`src/rtl/simmem_pkg.sv`:
```
// Shared constants and response typedefs for the simulated-memory delay model.
package simmem_pkg;

  localparam int unsigned IDWidth    = 4;
  localparam int unsigned RespWidth  = 2;
  localparam int unsigned RDataWidth = 8;

  localparam int unsigned WRespBankCapacity = 32;
  localparam int unsigned RDataBankCapacity = 32;
  localparam int unsigned BankAddrWidth     = $clog2(RDataBankCapacity);

  // The ID sits in the low bits so banks can extract it without knowing the payload.
  typedef struct packed {
    logic [RespWidth-1:0] rsp;
    logic [IDWidth-1:0]   id;
  } wresp_t;

  typedef struct packed {
    logic [RDataWidth-1:0] data;
    logic [RespWidth-1:0]  rsp;
    logic [IDWidth-1:0]    id;
  } rdata_resp_t;

  localparam int unsigned WRespWidth     = $bits(wresp_t);
  localparam int unsigned RDataRespWidth = $bits(rdata_resp_t);

  typedef struct packed {
    logic [BankAddrWidth-1:0] next;
  } slot_meta_t;

endpackage

```
`src/rtl/simmem_id_arbiter.sv`:
```
// Picks one requesting ID: round-robin from start_ptr_i+1 when
// SIMMEM_RESP_BANK_ROUND_ROBIN_EN is defined, lowest ID first otherwise.
module simmem_id_arbiter #(
  parameter int unsigned NumIds  = 16,
  parameter int unsigned IdWidth = $clog2(NumIds)
) (
  input  logic [NumIds-1:0]  req_i,
  input  logic [IdWidth-1:0] start_ptr_i,
  output logic [NumIds-1:0]  grant_o,
  output logic [IdWidth-1:0] id_o
);

`ifdef SIMMEM_RESP_BANK_ROUND_ROBIN_EN
  logic [IdWidth-1:0] idx;

  // Walk backwards so the candidate closest after start_ptr_i is assigned last.
  always_comb begin
    id_o = '0;
    idx  = '0;
    for (int i = NumIds; i >= 1; i--) begin
      idx = start_ptr_i + IdWidth'(i);
      if (req_i[idx]) id_o = idx;
    end
  end
`else
  logic unused_start_ptr;
  assign unused_start_ptr = ^start_ptr_i;

  always_comb begin
    id_o = '0;
    for (int i = NumIds - 1; i >= 0; i--) begin
      if (req_i[i]) id_o = IdWidth'(i);
    end
  end
`endif

  assign grant_o = (|req_i) ? (NumIds'(1) << id_o) : '0;

endmodule

```
`src/rtl/simmem_resp_bank.sv`:
```
// Per-ID response bank: linked lists in a shared slot array, released per ID.
// Optional round-robin arbitration across IDs: SIMMEM_RESP_BANK_ROUND_ROBIN_EN.
module simmem_resp_bank
  import simmem_pkg::*;
#(
  parameter int unsigned DataWidth     = RDataRespWidth,
  parameter int unsigned IDWidth       = simmem_pkg::IDWidth,
  parameter int unsigned TotalCapacity = RDataBankCapacity,
  parameter int unsigned AddrWidth     = $clog2(TotalCapacity),
  localparam int unsigned NumIds       = 2**IDWidth
) (
  input  logic                 clk_i,
  input  logic                 rst_ni,
  input  logic [DataWidth-1:0] in_data_i,
  input  logic                 in_valid_i,
  output logic                 in_ready_o,
  input  logic [NumIds-1:0]    release_en_i,
  output logic [DataWidth-1:0] out_data_o,
  output logic                 out_valid_o,
  input  logic                 out_ready_i,
  output logic [AddrWidth:0]   free_count_o
);

  logic [TotalCapacity-1:0] valid_q;
  logic [DataWidth-1:0]     data_q [TotalCapacity];
  logic [AddrWidth-1:0]     next_q [TotalCapacity];
  logic [AddrWidth-1:0]     head_q [NumIds];
  logic [AddrWidth-1:0]     tail_q [NumIds];
  logic [NumIds-1:0]        nonempty_q;
  logic                     locked_q;
  logic [IDWidth-1:0]       locked_id_q;

  logic [AddrWidth-1:0] alloc_idx;
  logic [AddrWidth:0]   free_cnt;
  logic [NumIds-1:0]    eligible, grant;
  logic [IDWidth-1:0]   arb_id, sel_id, in_id, start_ptr;
  logic [AddrWidth-1:0] head_sel;
  logic                 in_hs, out_hs, pop_last, restart;

  always_comb begin
    alloc_idx = '0;
    for (int i = TotalCapacity - 1; i >= 0; i--) begin
      if (!valid_q[i]) alloc_idx = AddrWidth'(i);
    end
  end

  always_comb begin
    free_cnt = (AddrWidth + 1)'(TotalCapacity);
    for (int i = 0; i < TotalCapacity; i++) begin
      if (valid_q[i]) free_cnt = free_cnt - (AddrWidth + 1)'(1);
    end
  end

  assign free_count_o = free_cnt;
  assign in_ready_o   = rst_ni & ~(&valid_q);
  assign eligible     = nonempty_q & release_en_i;

`ifdef SIMMEM_RESP_BANK_ROUND_ROBIN_EN
  logic [IDWidth-1:0] rr_q;

  always_ff @(posedge clk_i) begin
    if (!rst_ni) begin
      rr_q <= '1;
    end else if (out_hs) begin
      rr_q <= sel_id;
    end
  end

  assign start_ptr = rr_q;
`else
  assign start_ptr = '1;
`endif

  simmem_id_arbiter #(
    .NumIds  (NumIds),
    .IdWidth (IDWidth)
  ) u_arbiter (
    .req_i       (eligible),
    .start_ptr_i (start_ptr),
    .grant_o     (grant),
    .id_o        (arb_id)
  );

  logic unused_grant;
  assign unused_grant = ^grant;

  // A stalled output keeps its ID so data stays stable even if release_en_i drops.
  assign sel_id      = locked_q ? locked_id_q : arb_id;
  assign head_sel    = head_q[sel_id];
  assign out_valid_o = rst_ni & (locked_q | (|eligible));
  assign out_data_o  = data_q[head_sel];

  assign in_id    = in_data_i[IDWidth-1:0];
  assign in_hs    = in_valid_i & in_ready_o;
  assign out_hs   = out_valid_o & out_ready_i;
  assign pop_last = out_hs & (head_sel == tail_q[sel_id]);
  // Pushing onto a list that is empty or being emptied this cycle starts it afresh.
  assign restart  = ~nonempty_q[in_id] | (pop_last & (sel_id == in_id));

  always_ff @(posedge clk_i) begin
    if (!rst_ni) begin
      valid_q     <= '0;
      nonempty_q  <= '0;
      locked_q    <= 1'b0;
      locked_id_q <= '0;
    end else begin
      if (out_hs) begin
        valid_q[head_sel] <= 1'b0;
        if (pop_last) nonempty_q[sel_id] <= 1'b0;
      end
      if (in_hs) begin
        valid_q[alloc_idx] <= 1'b1;
        nonempty_q[in_id]  <= 1'b1;
      end
      if (out_hs) begin
        locked_q <= 1'b0;
      end else if (out_valid_o) begin
        locked_q    <= 1'b1;
        locked_id_q <= sel_id;
      end
    end
  end

  // Payload and list pointers are only meaningful under the valid/nonempty flags.
  always_ff @(posedge clk_i) begin
    if (out_hs && !pop_last) head_q[sel_id] <= next_q[head_sel];
    if (in_hs) begin
      data_q[alloc_idx] <= in_data_i;
      tail_q[in_id]     <= alloc_idx;
      if (restart) begin
        head_q[in_id] <= alloc_idx;
      end else begin
        next_q[tail_q[in_id]] <= alloc_idx;
      end
    end
  end

endmodule
```
`config.mk`:
```
export PLATFORM = sky130hd
export DESIGN_NAME = simmem_resp_bank
export DESIGN_NICKNAME = d
export VERILOG_FILES = /design/src/rtl/simmem_pkg.sv /design/src/rtl/simmem_id_arbiter.sv /design/src/rtl/simmem_resp_bank.sv
export SDC_FILE = /design/constraint.sdc
export NUM_CORES = 1
export LEC_CHECK = 0
export BUFFER_PORTS_ARGS = -buffer_cell sky130_fd_sc_hd__buf_4
export CAP_MARGIN = 20
export CORE_UTILIZATION = 28
export CTS_CLUSTER_SIZE = 25
export DETAILED_ROUTE_END_ITERATION = 8
export PLACE_DENSITY = 0.45
export SYNTH_ARGS = -nofsm -noshare
export SYNTH_HDL_FRONTEND = slang
export SYNTH_SLANG_ARGS = --single-unit
```
`constraint.sdc`:
```
create_clock -name clk_i -period 42.7 [get_ports clk_i]
set_input_delay 4.27 -clock clk_i [delete_from_list [all_inputs] [get_ports clk_i]]
set_output_delay 4.27 -clock clk_i [all_outputs]
set_load 0.02 [all_outputs]
```
==> flow_metrics.py, run 1 <==
metrics = {
    "status": {
        "outcome": "finished, final reports clean",
    },
    "synthesis": {
        "netlist-cell-type-count": 93,
        "ys_seq_area_share_pct": 58.8,
        "synthArstFlopShare_pct": 0,
        "syn_nets": 3400,
        "synthCells": 3334,
        "synth_edf_count": 768,
        "synth_area_per_cell_sq_um": 12.3,
        "ys_ff_latch": 821,
        "yosysWarnings": 0,
        "syn-cell-area_sq_um": 41000,
        "yosys_most_used_dff": "edfxtp_1",
    },
    "sta": {
        "fin_hold_ws_ns": 0.505,
        "relSlewSlack_pct": 25.6,
        "slew_violations": 0,
        "worst_pin_slew_ns": 1.12,
        "fin_crit_ns": 22.15,
        "tns_ns": 0,
        "worst_slack_ns": 20.55,
        "setup_violations": 0,
        "skew_ns": 0.0265,
        "fin_crit_sh_pct": 51.9,
        "rsz0062_at_grt": "no",
        "finalHoldViolCount": 0,
        "max_freq_mhz": 45.2,
    },
    "layout": {
        "drive_gt1_share_pct": 13.2,
        "diodes": 0,
        "layout_commonest_cell": "edfxtp_1",
        "nNetsFinal": 3403,
        "layout_common_cells": "edfxtp_1 (768), nand2_1 (310), mux2i_1 (250)",
        "areaGrowthSynthToFinish_pct": 13.9,
    },
    "route": {
        "drtAntennaViolNets": 0,
        "drt_pass1_iterations": 5,
        "drc": 0,
        "num_vias": 26700,
        "drtIter0Drc": 1893,
        "viasPerCell": 5.01,
        "finalWirelength_um": 119000,
        "post_drt_wl_per_cell_um": 22.4,
    },
    "power": {
        "max-vdd-ir-drop_mv": 0.0297,
        "p_leak_nw": 15.4,
        "p_per_area_nw_per_um2": 42.7,
    },
    "worst_hold_path": {
        "min_path_cells": 2,
        "worstHoldPathType": "register to register",
    },
    "clock_tree": {
        "cts_buffers": 88,
        "cts_sinks": 821,
        "clock_latency_ns": 0.67,
        "cts_resized": 0,
        "clk_pin_slew_ns": 0.07,
        "ctsRootBufferMaster": "clkbuf_16",
        "cts_setup_buffers": 0,
        "cts_max_level": 3,
        "clock_path_buffers": 3,
        "postCtsHoldBufs": 0,
        "cts_tree": "yes",
    },
    "setup_path": {
        "crit_fanout": 10,
        "critPathLaunch": "valid_q[2]",
        "rr_startpoint": "nonempty_q[14]",
        "crit_end": "free_count_o[5]",
        "crit_path_end_kind": "output port",
        "r2r_end": "head_q[9][3]",
        "path_class": "register to output port",
        "r2r_cells": 21,
        "critPathArrivalTime_ns": 17.88,
        "cp_common_cell": "ha_1",
        "slowest_delay_ns": 0.78,
        "cp-start-kind": "register",
        "rrSetupSlack_ns": 34.79,
        "timing.critical_path.slowest_stage_cell": "fa_1",
        "required_ns": 38.43,
    },
    "floorplan": {
        "die_w_um": 385,
        "die-area_sq_um": 148000,
        "core_area_sq_um": 146000,
        "die_h_um": 385,
        "boundaryPins": 56,
        "rows": 140,
        "start_util_pct": 28.2,
    },
    "global_route": {
        "track_usage_pct": 16.0,
        "grt_pass1_wl_um": 177000,
        "antenna_found_initial": 2,
        "grt.overflow.total": 0,
        "grt_pass1_vias": 26400,
        "grt_max_degree": 180,
    },
    "placement": {
        "io_buffers": 55,
        "gp_congestion": 0.779,
        "dp_slack_ns": 21.20,
        "dpl.hpwl_um": 74300,
    },
    "flow_run": {
        "cap_violations": 0,
    },
}
==> Yosys cell counts, types with 12 or more instances <==
cell      number  share of area [%]
and2_1        40               0.61
a21oi_1      144                1.8
mux2_2        67                1.8
xnor3_1       14               0.77
xor2_1        55                1.2
nand3_1       74               0.90
ha_1          31               0.95
nand3b_1      13               0.24
a31oi_1       19               0.29
o22ai_1       27               0.41
nor2b_1      107                1.6
o211ai_1      30               0.55
a211oi_1     196                3.6
o21ai_0       86                1.0
mux2i_1      250                6.1
edfxtp_1     768                 56
clkbuf_1     172                1.6
mux4_2        30                1.6
nor2_1       247                2.3
buf_1         40               0.37
o21a_1        74                1.4
nand2b_1      25               0.38
xnor2_1      102                2.2
a311oi_1      29               0.62
inv_1         50               0.46
nor3_1        55               0.67
nor4_1        19               0.29
nand2_1      310                2.8
and3_1        12               0.18
dfxtp_1       53                2.6
nand4_1       12               0.18
==> where the power goes <==
part | internal [W] | switching, W
Combinational | 0.000113 | 0.000213
Clock | 0.000455 | 0.000323
Sequential | 0.000890 | 0.00000102
==> worst max-delay path, delay by kind of cell (launching register included) <==
kind	cells	cell delay, ns
AND/OR/NAND/NOR	23	2.53
buffers and inverters	7	0.72
adder cells (fa/ha/maj)	22	6.76
XOR/XNOR	9	2.43
flip-flops	1	0.56
AO/OA/AOI/OAI	14	2.87
multiplexers	5	1.32
==> registers in the layout, summed over array words and instances, names as in the netlist <==
name,count
next_q,160
data_q,448
tail_q,80
head_q,80
valid_q,32
nonempty_q,16
locked_q,1
locked_id_q,4
==> through the flow <==
step           cells  area (sq um)  util [%]  power [W]
3_5_place_dp    5164         43900      30.1    0.00124
4_1_cts         5326         46800      32.1    0.00201
5_1_grt         5326         46800      32.1    0.00206
2_1_floorplan   3334         41000         -    0.00112
6_report        5326         46800      32.1    0.00199
3_3_place_gp    5163         43800      30.1    0.00124
==> metal layers <==
layer / vias up / global-route usage, % / part of all wire [%]
met2: 507 / 26.1 / 47
met3: 144 / 1.89 / 3.7
met1: 13500 / 22.3 / 47
met5: - / 0 / 0
met4: 0 / 4.20 / 2.0
li1: 12600 / - / -
==> layout make-up <==
class	count	area, sq um
clock buffer	102	2320
clock inverter	60	583
fill	14500	98800
inverter	54	203
multi-input combinational	2243	16100
sequential	821	24100
tap	1917	2400
timing repair buffer	129	985
==> how the worst min path moves through the flow <==
stage	startpoint	to	slack, ns
4_1_cts	locked_id_q[0]	locked_id_q[0]	0.50
2_1_floorplan	locked_id_q[0]	locked_id_q[0]	0.44
6_report	locked_id_q[0]	locked_id_q[0]	0.50
3_5_place_dp	locked_id_q[0]	locked_id_q[0]	0.49
5_1_grt	locked_id_q[0]	locked_id_q[0]	0.53
3_3_place_gp	locked_id_q[0]	locked_id_q[0]	0.49
==> logic make-up (layout without fill, tap and decap cells) <==
group	count (synthesis)	in the layout	share of synthesized area, %
flops	821	821	58.8
fa+ha+maj	36	36	1.09
compound gates	705	705	11.8
mux	348	348	9.62
simple gates	962	962	11.0
buf+inv	270	345	2.50
xor+xnor	192	192	5.17
(Power assumes the default switching activity.)
==> run 2: changes to the inputs <==
- clock period: 42.7 -> 22.2 ns (I/O delays scaled with it)
==> run 2 against run 1 <==
  * Sequential power grew 92%
  * Clock skew is essentially flat
  * Critical path type unchanged
  * Critical endpoint unchanged
  * Sequential cell count is the same
  * Hold slack lost 0.012 ns
  * Clock-buffer cell count grew 27
  * Cell count grew 0.13%
==> flow_metrics.py, run 2 (synthesis gave the netlist of run 1 again) <==
metrics = {
    "layout": {
        "max_flop_register": "data_q",
        "nNetsFinal": 3406,
        "areaGrowthSynthToFinish_pct": 13.7,
        "layoutNonFillerInstCount": 5333,
        "final-seq-area_sq_um": 24100,
        "fillers": 14500,
        "layout_common_cells": "edfxtp_1 (768), nand2_1 (310), mux2i_1 (250)",
        "largest_register_ff_count": 448,
        "layout_commonest_cell": "edfxtp_1",
        "multi_input_area_sq_um": 16100,
        "drive_gt1_share_pct": 13.1,
    },
    "sta": {
        "finalHoldViolCount": 0,
        "slew_violations": 0,
        "fin_crit_ns": 20.07,
        "tns_ns": 0,
        "relSlewSlack_pct": 21.6,
        "max_freq_mhz": 49.8,
        "fin_crit_sh_pct": 90.4,
        "rsz0062_at_grt": "no",
        "worst_pin_slew_ns": 1.17,
        "setup_violations": 0,
        "skew_ns": 0.0266,
    },
    "setup_path": {
        "cp_num_buf_inv": 7,
        "path_class": "register to output port",
        "r2r_end": "head_q[1][4]",
        "critPathArrivalTime_ns": 17.85,
        "timing.critical_path.slowest_stage_cell": "fa_1",
        "crit_fanout": 10,
        "required_ns": 19.98,
        "slowest_delay_ns": 0.78,
        "cp_common_cell": "ha_1",
        "rr_startpoint": "nonempty_q[12]",
        "cp-start-kind": "register",
        "r2r_cells": 22,
        "rrSetupSlack_ns": 14.63,
        "critical-path-top-delay-family": "adder cells",
        "crit_path_end_kind": "output port",
    },
    "placement": {
        "dp.cells": 5164,
        "gp_congestion": 0.781,
        "dpl.hpwl_um": 74200,
        "io_buffers": 55,
    },
    "route": {
        "finalWirelength_um": 119000,
        "drt_pass1_iterations": 5,
        "drc": 0,
        "post_drt_wl_per_cell_um": 22.4,
        "drtAntennaViolNets": 0,
        "num_vias": 26500,
        "drtIter0Drc": 1918,
        "viasPerCell": 4.97,
    },
    "status": {
        "outcome": "finished, final reports clean",
    },
    "floorplan": {
        "rows": 140,
        "die-area_sq_um": 148000,
        "die_w_um": 385,
        "die_h_um": 385,
        "core_area_sq_um": 146000,
        "boundaryPins": 56,
        "start_util_pct": 28.2,
    },
    "power": {
        "p_leak_nw": 15.4,
        "combPwrFrac_pct": 16.6,
        "power.switching_w": 0.00103,
        "seq_power_share_pct": 45.3,
        "clockPowerShare_pct": 38.1,
        "internal_power_w": 0.00275,
        "max-vdd-ir-drop_mv": 0.0569,
        "p_per_area_nw_per_um2": 81.0,
        "p_sw_share_pct": 27.3,
    },
    "global_route": {
        "antenna_found_initial": 3,
        "grt_pass1_vias": 26200,
        "grt_pass1_wl_um": 176000,
        "track_usage_pct": 16.0,
        "grt.overflow.total": 0,
        "grt_max_degree": 173,
    },
    "clock_tree": {
        "cts_sinks": 821,
        "cts_tree": "yes",
        "cts_setup_buffers": 0,
        "clk_pin_slew_ns": 0.06,
        "ctsRootBufferMaster": "clkbuf_16",
        "cts_resized": 0,
        "clock_path_buffers": 3,
        "clock_latency_ns": 0.67,
        "postCtsHoldBufs": 0,
        "cts_max_level": 3,
        "cts_buffers": 90,
    },
    "worst_hold_path": {
        "min_path_cells": 2,
        "worstHoldStart": "locked_id_q[0]",
        "worstHoldPathType": "register to register",
        "hold_end": "locked_id_q[0]",
    },
    "flow_run": {
        "cap_violations": 0,
    },
}
run 2: changes by cell type in the layout (fill, tap and decap cells not counted), sizes merged:
cell	delta
bufinv	-8
clkbuf	+28
clkinv	-10
clkinvlp	-5
diode	+1
inv	+1
run 2: through the flow:
step | area, sq um | utilization, % | hold slack (ns) | setup WS, ns | power, W
after CTS | 46700 | 32.0 | 0.497 | 1.96 | 0.00382
after floorplan | 41000 | - | 0.445 | 4.81 | 0.00215
after detailed placement | 43900 | 30.1 | 0.486 | 2.78 | 0.00238
after global placement | 43800 | 30.1 | 0.480 | 2.99 | 0.00238
final | 46700 | 32.1 | 0.493 | 2.13 | 0.00378
after global routing | 46700 | 32.1 | 0.508 | 0.489 | 0.00392
run 2: per-layer routing:
metal | part of all wire (%) | up-vias | wire length, um | global-route usage [%]
li1 | - | 12600 | - | -
met4 | 2.4 | 2 | 2840 | 4.74
met3 | 4.2 | 157 | 5010 | 2.27
met1 | 47 | 13300 | 56500 | 22.3
met5 | 0.0059 | - | 7 | 0
met2 | 46 | 467 | 55000 | 25.6
run 2: worst max-delay path by stage:
| stage | startpoint | endpoint | slack (ns) | cells past startpoint |
|---|---|---|---|---|
| after floorplan | valid_q[2] | free_count_o[5] | 4.81 | 82 |
| after global placement | valid_q[2] | free_count_o[5] | 2.99 | 80 |
| after detailed placement | valid_q[2] | free_count_o[5] | 2.78 | 80 |
| after CTS | valid_q[2] | free_count_o[5] | 1.96 | 80 |
| after global routing | valid_q[2] | free_count_o[5] | 0.49 | 80 |
| final | valid_q[2] | free_count_o[5] | 2.13 | 80 |
run 2: power groups by stage:
| stage | Combinational (W) | Clock, W | Sequential [W] |
|---|---|---|---|
| finish | 0.000627 | 0.00144 | 0.00171 |
| global route | 0.000683 | 0.00152 | 0.00171 |
| CTS | 0.000635 | 0.00147 | 0.00171 |
| detailed placement | 0.000633 | 0 | 0.00175 |
| global placement | 0.000631 | 0 | 0.00175 |
| floorplan | 0.000407 | 0 | 0.00175 |
run 2: worst register-to-register path, cell delays in order, from the launching register on:
cell	delay, ns
dfxtp_1	0.34
a22oi_1	0.25
nor2b_1	0.18
a211oi_1	0.05
o21ai_0	0.16
nand3_1	0.11
nand2_1	0.11
a22o_2	0.56
buf_4	0.54
and2_1	0.20
a211oi_1	0.05
a311oi_1	0.38
nor3_1	0.16
a21oi_4	0.14
buf_4	0.50
buf_4	0.51
xnor2_1	0.25
nand3_1	0.17
nor3_1	0.54
nand3_1	0.36
nand2_1	0.70
nand2_1	0.44
o21ai_0	0.50
run 2: cell type report:
cell class / instances / area share [%]
well taps: 1917 / 5.14
flip-flops and latches: 821 / 51.7
diodes: 1 / 0.00536
clock inverters: 38 / 0.644
repair buffers: 130 / 2.12
multi-input cells: 2243 / 34.6
clock buffers: 129 / 5.36
inverters: 54 / 0.434
